$ cat config.mk
export PLATFORM = sky130hd
export DESIGN_NAME = input_buffer_ctrl
export DESIGN_NICKNAME = d
export VERILOG_FILES = /design/src/rtl/input_buffer_ctrl_pkg.sv /design/src/rtl/input_buffer_ctrl_flit_fifo.sv /design/src/rtl/input_buffer_ctrl.sv
export SDC_FILE = /design/constraint.sdc
export NUM_CORES = 1
export LEC_CHECK = 0
export CAP_MARGIN = 25
export CORE_MARGIN = 3
export CORE_UTILIZATION = 53
export DETAILED_ROUTE_END_ITERATION = 10
export PLACE_DENSITY = 0.79
export SLEW_MARGIN = 10
export SYNTH_ARGS = -nofsm -noshare
export SYNTH_HDL_FRONTEND = slang
export SYNTH_SLANG_ARGS = --single-unit
$ cat constraint.sdc
create_clock -name clk -period 2.71 [get_ports clk]
set_input_delay 0.542 -clock clk [delete_from_list [all_inputs] [get_ports clk]]
set_output_delay 0.542 -clock clk [all_outputs]
set_load 0.05 [all_outputs]
$ cat src/rtl/input_buffer_ctrl_pkg.sv
// Shared definitions for the router input-port front end: address slices,
// flit field positions and FSM state encodings.
package input_buffer_ctrl_pkg;

   localparam int ADDR_W    = 8;
   localparam int ADDR_X_HI = 7;
   localparam int ADDR_X_LO = 4;
   localparam int ADDR_Y_HI = 3;
   localparam int ADDR_Y_LO = 0;

   localparam logic [1:0] ST_IDLE = 2'd0;
   localparam logic [1:0] ST_REQ  = 2'd1;
   localparam logic [1:0] ST_WAIT = 2'd2;
   localparam logic [1:0] ST_XFER = 2'd3;

   // Flit layout is {head, tail, payload}: head is the MSB, tail just below it.
   function automatic int head_bit(input int payload_w);
      return payload_w + 1;
   endfunction

   function automatic int tail_bit(input int payload_w);
      return payload_w;
   endfunction

endpackage

$ cat src/rtl/input_buffer_ctrl_flit_fifo.sv
// Synchronous flit FIFO with extra-MSB pointers for full/empty detection.
module flit_fifo #(
   parameter int DATA_W = 18,
   parameter int DEPTH  = 4
) (
   input  logic              clk,
   input  logic              rst,
   input  logic              push,
   input  logic              pop,
   input  logic [DATA_W-1:0] din,
   output logic [DATA_W-1:0] dout,
   output logic              full,
   output logic              empty
);

   localparam int AW = $clog2(DEPTH);

   logic [DATA_W-1:0] mem_q [DEPTH];
   logic [AW:0]       wr_ptr_q;
   logic [AW:0]       wr_ptr_d;
   logic [AW:0]       rd_ptr_q;
   logic [AW:0]       rd_ptr_d;
   logic              do_push;
   logic              do_pop;

   // A push into a full FIFO is refused even if a pop happens in the same cycle.
   assign do_push = push & ~full;
   assign do_pop  = pop & ~empty;

   assign empty = (wr_ptr_q == rd_ptr_q);
   assign full  = (wr_ptr_q[AW] != rd_ptr_q[AW]) &&
                  (wr_ptr_q[AW-1:0] == rd_ptr_q[AW-1:0]);
   assign dout  = mem_q[rd_ptr_q[AW-1:0]];

   // Pointer advance; the power-of-two depth makes the low bits wrap at DEPTH.
   always_comb begin
      wr_ptr_d = wr_ptr_q;
      rd_ptr_d = rd_ptr_q;
      if (do_push) begin
         wr_ptr_d = wr_ptr_q + {{AW{1'b0}}, 1'b1};
      end else begin
         wr_ptr_d = wr_ptr_q;
      end
      if (do_pop) begin
         rd_ptr_d = rd_ptr_q + {{AW{1'b0}}, 1'b1};
      end else begin
         rd_ptr_d = rd_ptr_q;
      end
   end

   // Pointer registers; reset empties the FIFO at once.
   always_ff @(posedge clk or posedge rst) begin
      if (rst) begin
         wr_ptr_q <= {(AW+1){1'b0}};
         rd_ptr_q <= {(AW+1){1'b0}};
      end else begin
         wr_ptr_q <= wr_ptr_d;
         rd_ptr_q <= rd_ptr_d;
      end
   end

   // Storage array; contents are don't-care until written, so no reset.
   always_ff @(posedge clk) begin
      if (do_push) begin
         mem_q[wr_ptr_q[AW-1:0]] <= din;
      end
   end

endmodule

$ cat src/rtl/input_buffer_ctrl.sv
// Router input-port front end: buffers flits, requests the output for each
// packet head, then streams the packet to the crossbar once granted.
module input_buffer_ctrl
   import input_buffer_ctrl_pkg::*;
#(
   parameter int PAYLOAD_W  = 16,
   parameter int FIFO_DEPTH = 4
) (
   input  logic                 clk,
   input  logic                 rst,
   input  logic                 in_valid,
   input  logic [PAYLOAD_W+1:0] in_flit,
   output logic                 in_ready,
   output logic                 rqs_strobe,
   output logic [ADDR_W-1:0]    addr,
   input  logic                 arb_ack,
   output logic                 out_valid,
   output logic [PAYLOAD_W+1:0] out_flit,
   input  logic                 out_ready,
   output logic                 xfer_done,
   output logic                 proto_err
);

   localparam int FLIT_W = PAYLOAD_W + 2;
   localparam int HEAD_B = head_bit(PAYLOAD_W);
   localparam int TAIL_B = tail_bit(PAYLOAD_W);

   logic [1:0]        state_q;
   logic [1:0]        state_d;
   logic              proto_err_q;
   logic              proto_err_d;
   logic              fifo_push;
   logic              fifo_pop;
   logic              fifo_full;
   logic              fifo_empty;
   logic [FLIT_W-1:0] front;

   assign in_ready  = ~fifo_full;
   assign fifo_push = in_valid & ~fifo_full;
   assign proto_err = proto_err_q;

   flit_fifo #(
      .DATA_W (FLIT_W),
      .DEPTH  (FIFO_DEPTH)
   ) u_fifo (
      .clk   (clk),
      .rst   (rst),
      .push  (fifo_push),
      .pop   (fifo_pop),
      .din   (in_flit),
      .dout  (front),
      .full  (fifo_full),
      .empty (fifo_empty)
   );

   // Destination of the front header; forced to zero while nothing is buffered.
   always_comb begin
      if (fifo_empty) begin
         addr = {ADDR_W{1'b0}};
      end else begin
         addr = {front[ADDR_X_HI:ADDR_X_LO], front[ADDR_Y_HI:ADDR_Y_LO]};
      end
   end

   // Flit toward the crossbar is the FIFO front, only while it is offered.
   always_comb begin
      if (out_valid) begin
         out_flit = front;
      end else begin
         out_flit = {FLIT_W{1'b0}};
      end
   end

   // Packet FSM next-state and strobes. In IDLE an incoming head written into an
   // empty FIFO moves straight to REQ so the strobe lands the cycle after the push.
   always_comb begin
      state_d     = state_q;
      proto_err_d = proto_err_q;
      fifo_pop    = 1'b0;
      rqs_strobe  = 1'b0;
      out_valid   = 1'b0;
      xfer_done   = 1'b0;
      case (state_q)
         ST_IDLE: begin
            if (!fifo_empty) begin
               if (front[HEAD_B]) begin
                  state_d = ST_REQ;
               end else begin
                  fifo_pop    = 1'b1;
                  proto_err_d = 1'b1;
               end
            end else if (fifo_push && in_flit[HEAD_B]) begin
               state_d = ST_REQ;
            end else begin
               state_d = ST_IDLE;
            end
         end
         ST_REQ: begin
            rqs_strobe = 1'b1;
            state_d    = ST_WAIT;
         end
         ST_WAIT: begin
            if (arb_ack) begin
               state_d = ST_XFER;
            end else begin
               state_d = ST_WAIT;
            end
         end
         ST_XFER: begin
            out_valid = ~fifo_empty;
            if (out_valid && out_ready) begin
               fifo_pop = 1'b1;
               if (front[TAIL_B]) begin
                  xfer_done = 1'b1;
                  state_d   = ST_IDLE;
               end else begin
                  state_d = ST_XFER;
               end
            end else begin
               state_d = ST_XFER;
            end
         end
         default: begin
            state_d = ST_IDLE;
         end
      endcase
   end

   // FSM state and sticky protocol-error flag; only reset clears the flag.
   always_ff @(posedge clk or posedge rst) begin
      if (rst) begin
         state_q     <= ST_IDLE;
         proto_err_q <= 1'b0;
      end else begin
         state_q     <= state_d;
         proto_err_q <= proto_err_d;
      end
   end

endmodule
==> impl_metrics.tcl <==
set metrics [dict create \
    fillers 423 \
    h-tree-depth 3 \
    synth.distinct_cells 31 \
    clockBufferDepth 2 \
    clock_skew_ps 8.64 \
    synth_seq_area_share_pct 69.5 \
    cts_tree "yes" \
    ff_latch_area_sq_um 2390 \
    ys_seq_elements 81 \
    vias 1921 \
    synth_adder_area_share_pct 3.28 \
    core_sq_um 6100 \
    drt-vias-per-instance 5.68 \
    dp_slack_ps 363 \
    placed_cell_area_sq_um 4060 \
    antennaDiodeCount 0 \
    maxSlewViolCount 0 \
    groute.usage.overall_pct 18.9 \
    grt_max_degree 22 \
    gr-total-overflow 0 \
    start_kind "register" \
    slew_headroom_pct 66.7 \
    antenna_found_initial 0 \
    design.portCount 54 \
    drive_above_1_share_pct 33.1 \
    synth_top_family_by_area "multiplexers" \
    first_pass_iters 4 \
    path_clk_slew_ps 80 \
    status "finished clean" \
    synth_simple_gate_area_share_pct 7.28 \
    postCtsSetupBuffers 0 \
    fmax_ghz 0.384 \
    path_max_fanout 11 \
    worstSkewPairLatency_ps 350 \
    synth_xor_area_share_pct 2.55 \
    root_buffer "clkbuf_8" \
    layout_setup_ws_ps 105 \
    dpl.hpwl_mm 4.30 \
    synth_compound_area_share_pct 2.99 \
    syn_area_sq_um 3440 \
    fp.dieH_um 86.5 \
    final_common_cell "edfxtp_1" \
    holdBufCountCts 0 \
    grt_pass1_vias 2008 \
    drv_cap 0 \
    multi_input_area_sq_um 1000 \
    final_cell_mix "edfxtp_1, buf_4, clkdlybuf4s50_1, mux4_2, and3_1" \
    min_period_over_period_pct 96.1 \
    portBuffers 53 \
    hold_viol_final 0 \
    period_minus_slack_ps 2610 \
    ys_async_sr_fraction_pct 11.1 \
    wl_mm 6.43 \
    syn_to_final_growth_pct 26.4 \
    avgSynthCellArea_sq_um 18.1 \
    ant_nets 0 \
    drt_iter0_drc 94 \
    row_count 28 \
    synth-main-ff-cell "edfxtp_1" \
    arrival_ps 2060 \
    setup_viol 0 \
    clock_sinks 81 \
    wl_per_cell_um 19.0 \
    hp-class "input port to async pin" \
    synthCells 190 \
    required_ps 2170 \
    synth_edf_count 72 \
    gp_congestion 0.810 \
    muxShareOfSynthArea_pct 12.2 \
    crit_path_end_kind "output pin" \
    cts_buffers 9 \
    hold_ws_ps 444 \
    dieArea_sq_um 7480 \
    nets 290 \
    start_util_pct 56.4 \
    die_x_um 86.5 \
    path_class "register to output pin" \
    drc_errors 0 \
    final_area_sq_um 4340 \
    grt_pass1_wl_mm 10.3 \
    ys_warn_count 0 \
    worstMarginPinSlew_ps 498 \
    syn_nets 222 \
]
-- metal layers --
| metal | share of wire, % | global-route usage [%] | wire length (um) |
|---|---|---|---|
| met5 | 0 | 0 | 0 |
| met4 | 1.8 | 9.21 | 116 |
| met3 | 6.2 | 5.51 | 400 |
| met2 | 52 | 30.4 | 3330 |
| met1 | 40 | 23.7 | 2590 |
-- final timing paths --
path | cells after the start | slack, ps | from | to
worst max register to register | 5 | 700 | u_fifo.rd_ptr_q[1] | u_fifo.mem_q[3][5]
worst min register to register | 1 | 470 | proto_err | proto_err
worst max-delay path | 5 | 100 | u_fifo.rd_ptr_q[0] | xfer_done
min in group clk | 1 | 470 | proto_err | proto_err
max in group asynchronous | 2 | 2010 | rst | u_fifo.rd_ptr_q[1]
worst min-delay path | 2 | 440 | rst | proto_err
-- cell families (layout without fill, tap and decap cells) --
kind of cell	count (synthesis)	after routing
buffers and inverters	16	89
XOR/XNOR	10	10
flip-flops	81	81
multiplexers	19	19
AO/OA/AOI/OAI	14	14
adder cells (fa/ha/maj)	9	9
AND/OR/NAND/NOR	41	41
-- synthesized netlist by cell type (2+ instances only) --
| cell | count | share of area, % |
|---|---|---|
| clkbuf_1 | 4 | 0.44 |
| a31oi_1 | 2 | 0.36 |
| and3_1 | 17 | 3.1 |
| mux4_2 | 18 | 12 |
| nand3_1 | 2 | 0.29 |
| inv_1 | 7 | 0.76 |
| nand2_1 | 3 | 0.33 |
| dfrtp_1 | 9 | 6.6 |
| edfxtp_1 | 72 | 63 |
| buf_2 | 3 | 0.44 |
| ha_1 | 9 | 3.3 |
| xnor2_1 | 6 | 1.5 |
| and2_1 | 13 | 2.4 |
| xor2_1 | 4 | 1.0 |
| nor2_1 | 2 | 0.22 |
| o41ai_1 | 2 | 0.51 |
| a21oi_1 | 3 | 0.44 |
-- registers in the layout, indices dropped and copies added (netlist names) --
signal,cells
proto_err,1
state_q,2
u_fifo.mem_q,72
u_fifo.rd_ptr_q,3
u_fifo.wr_ptr_q,3
-- critical path, cell delays in order, from the launching register on --
cell and delay, ps:
dfrtp_1 450, buf_12 190, mux4_2 530, and3_1 210
and2_1 150, buf_4 180
-- through the flow --
| stage | std cells | utilization (%) | TNS (ps) |
|---|---|---|---|
| floorplan | 190 | - | 0 |
| global placement | 322 | 66.6 | 0 |
| detailed placement | 322 | 66.6 | 0 |
| CTS | 338 | 70.6 | 0 |
| global route | 338 | 71.2 | -4.91 |
| finish | 338 | 71.2 | 0 |
-- what timing repair did --
item	in CTS	in global routing
setup endpoints to repair	18	19
cloned	0	0
resized for setup	1	6
-- area by class of cell --
type / instances / share of cell area, %
repair buffers: 66 / 13.7
clock buffers: 9 / 2.85
clock inverters: 7 / 2.68
multi-input cells: 93 / 23.1
well taps: 75 / 2.16
inverters: 7 / 0.605
flip-flops and latches: 81 / 55.0
Power is left out: the tool's default activity adds up to more than one toggle a clock period on the data nets, which glitch-free logic cannot reach.
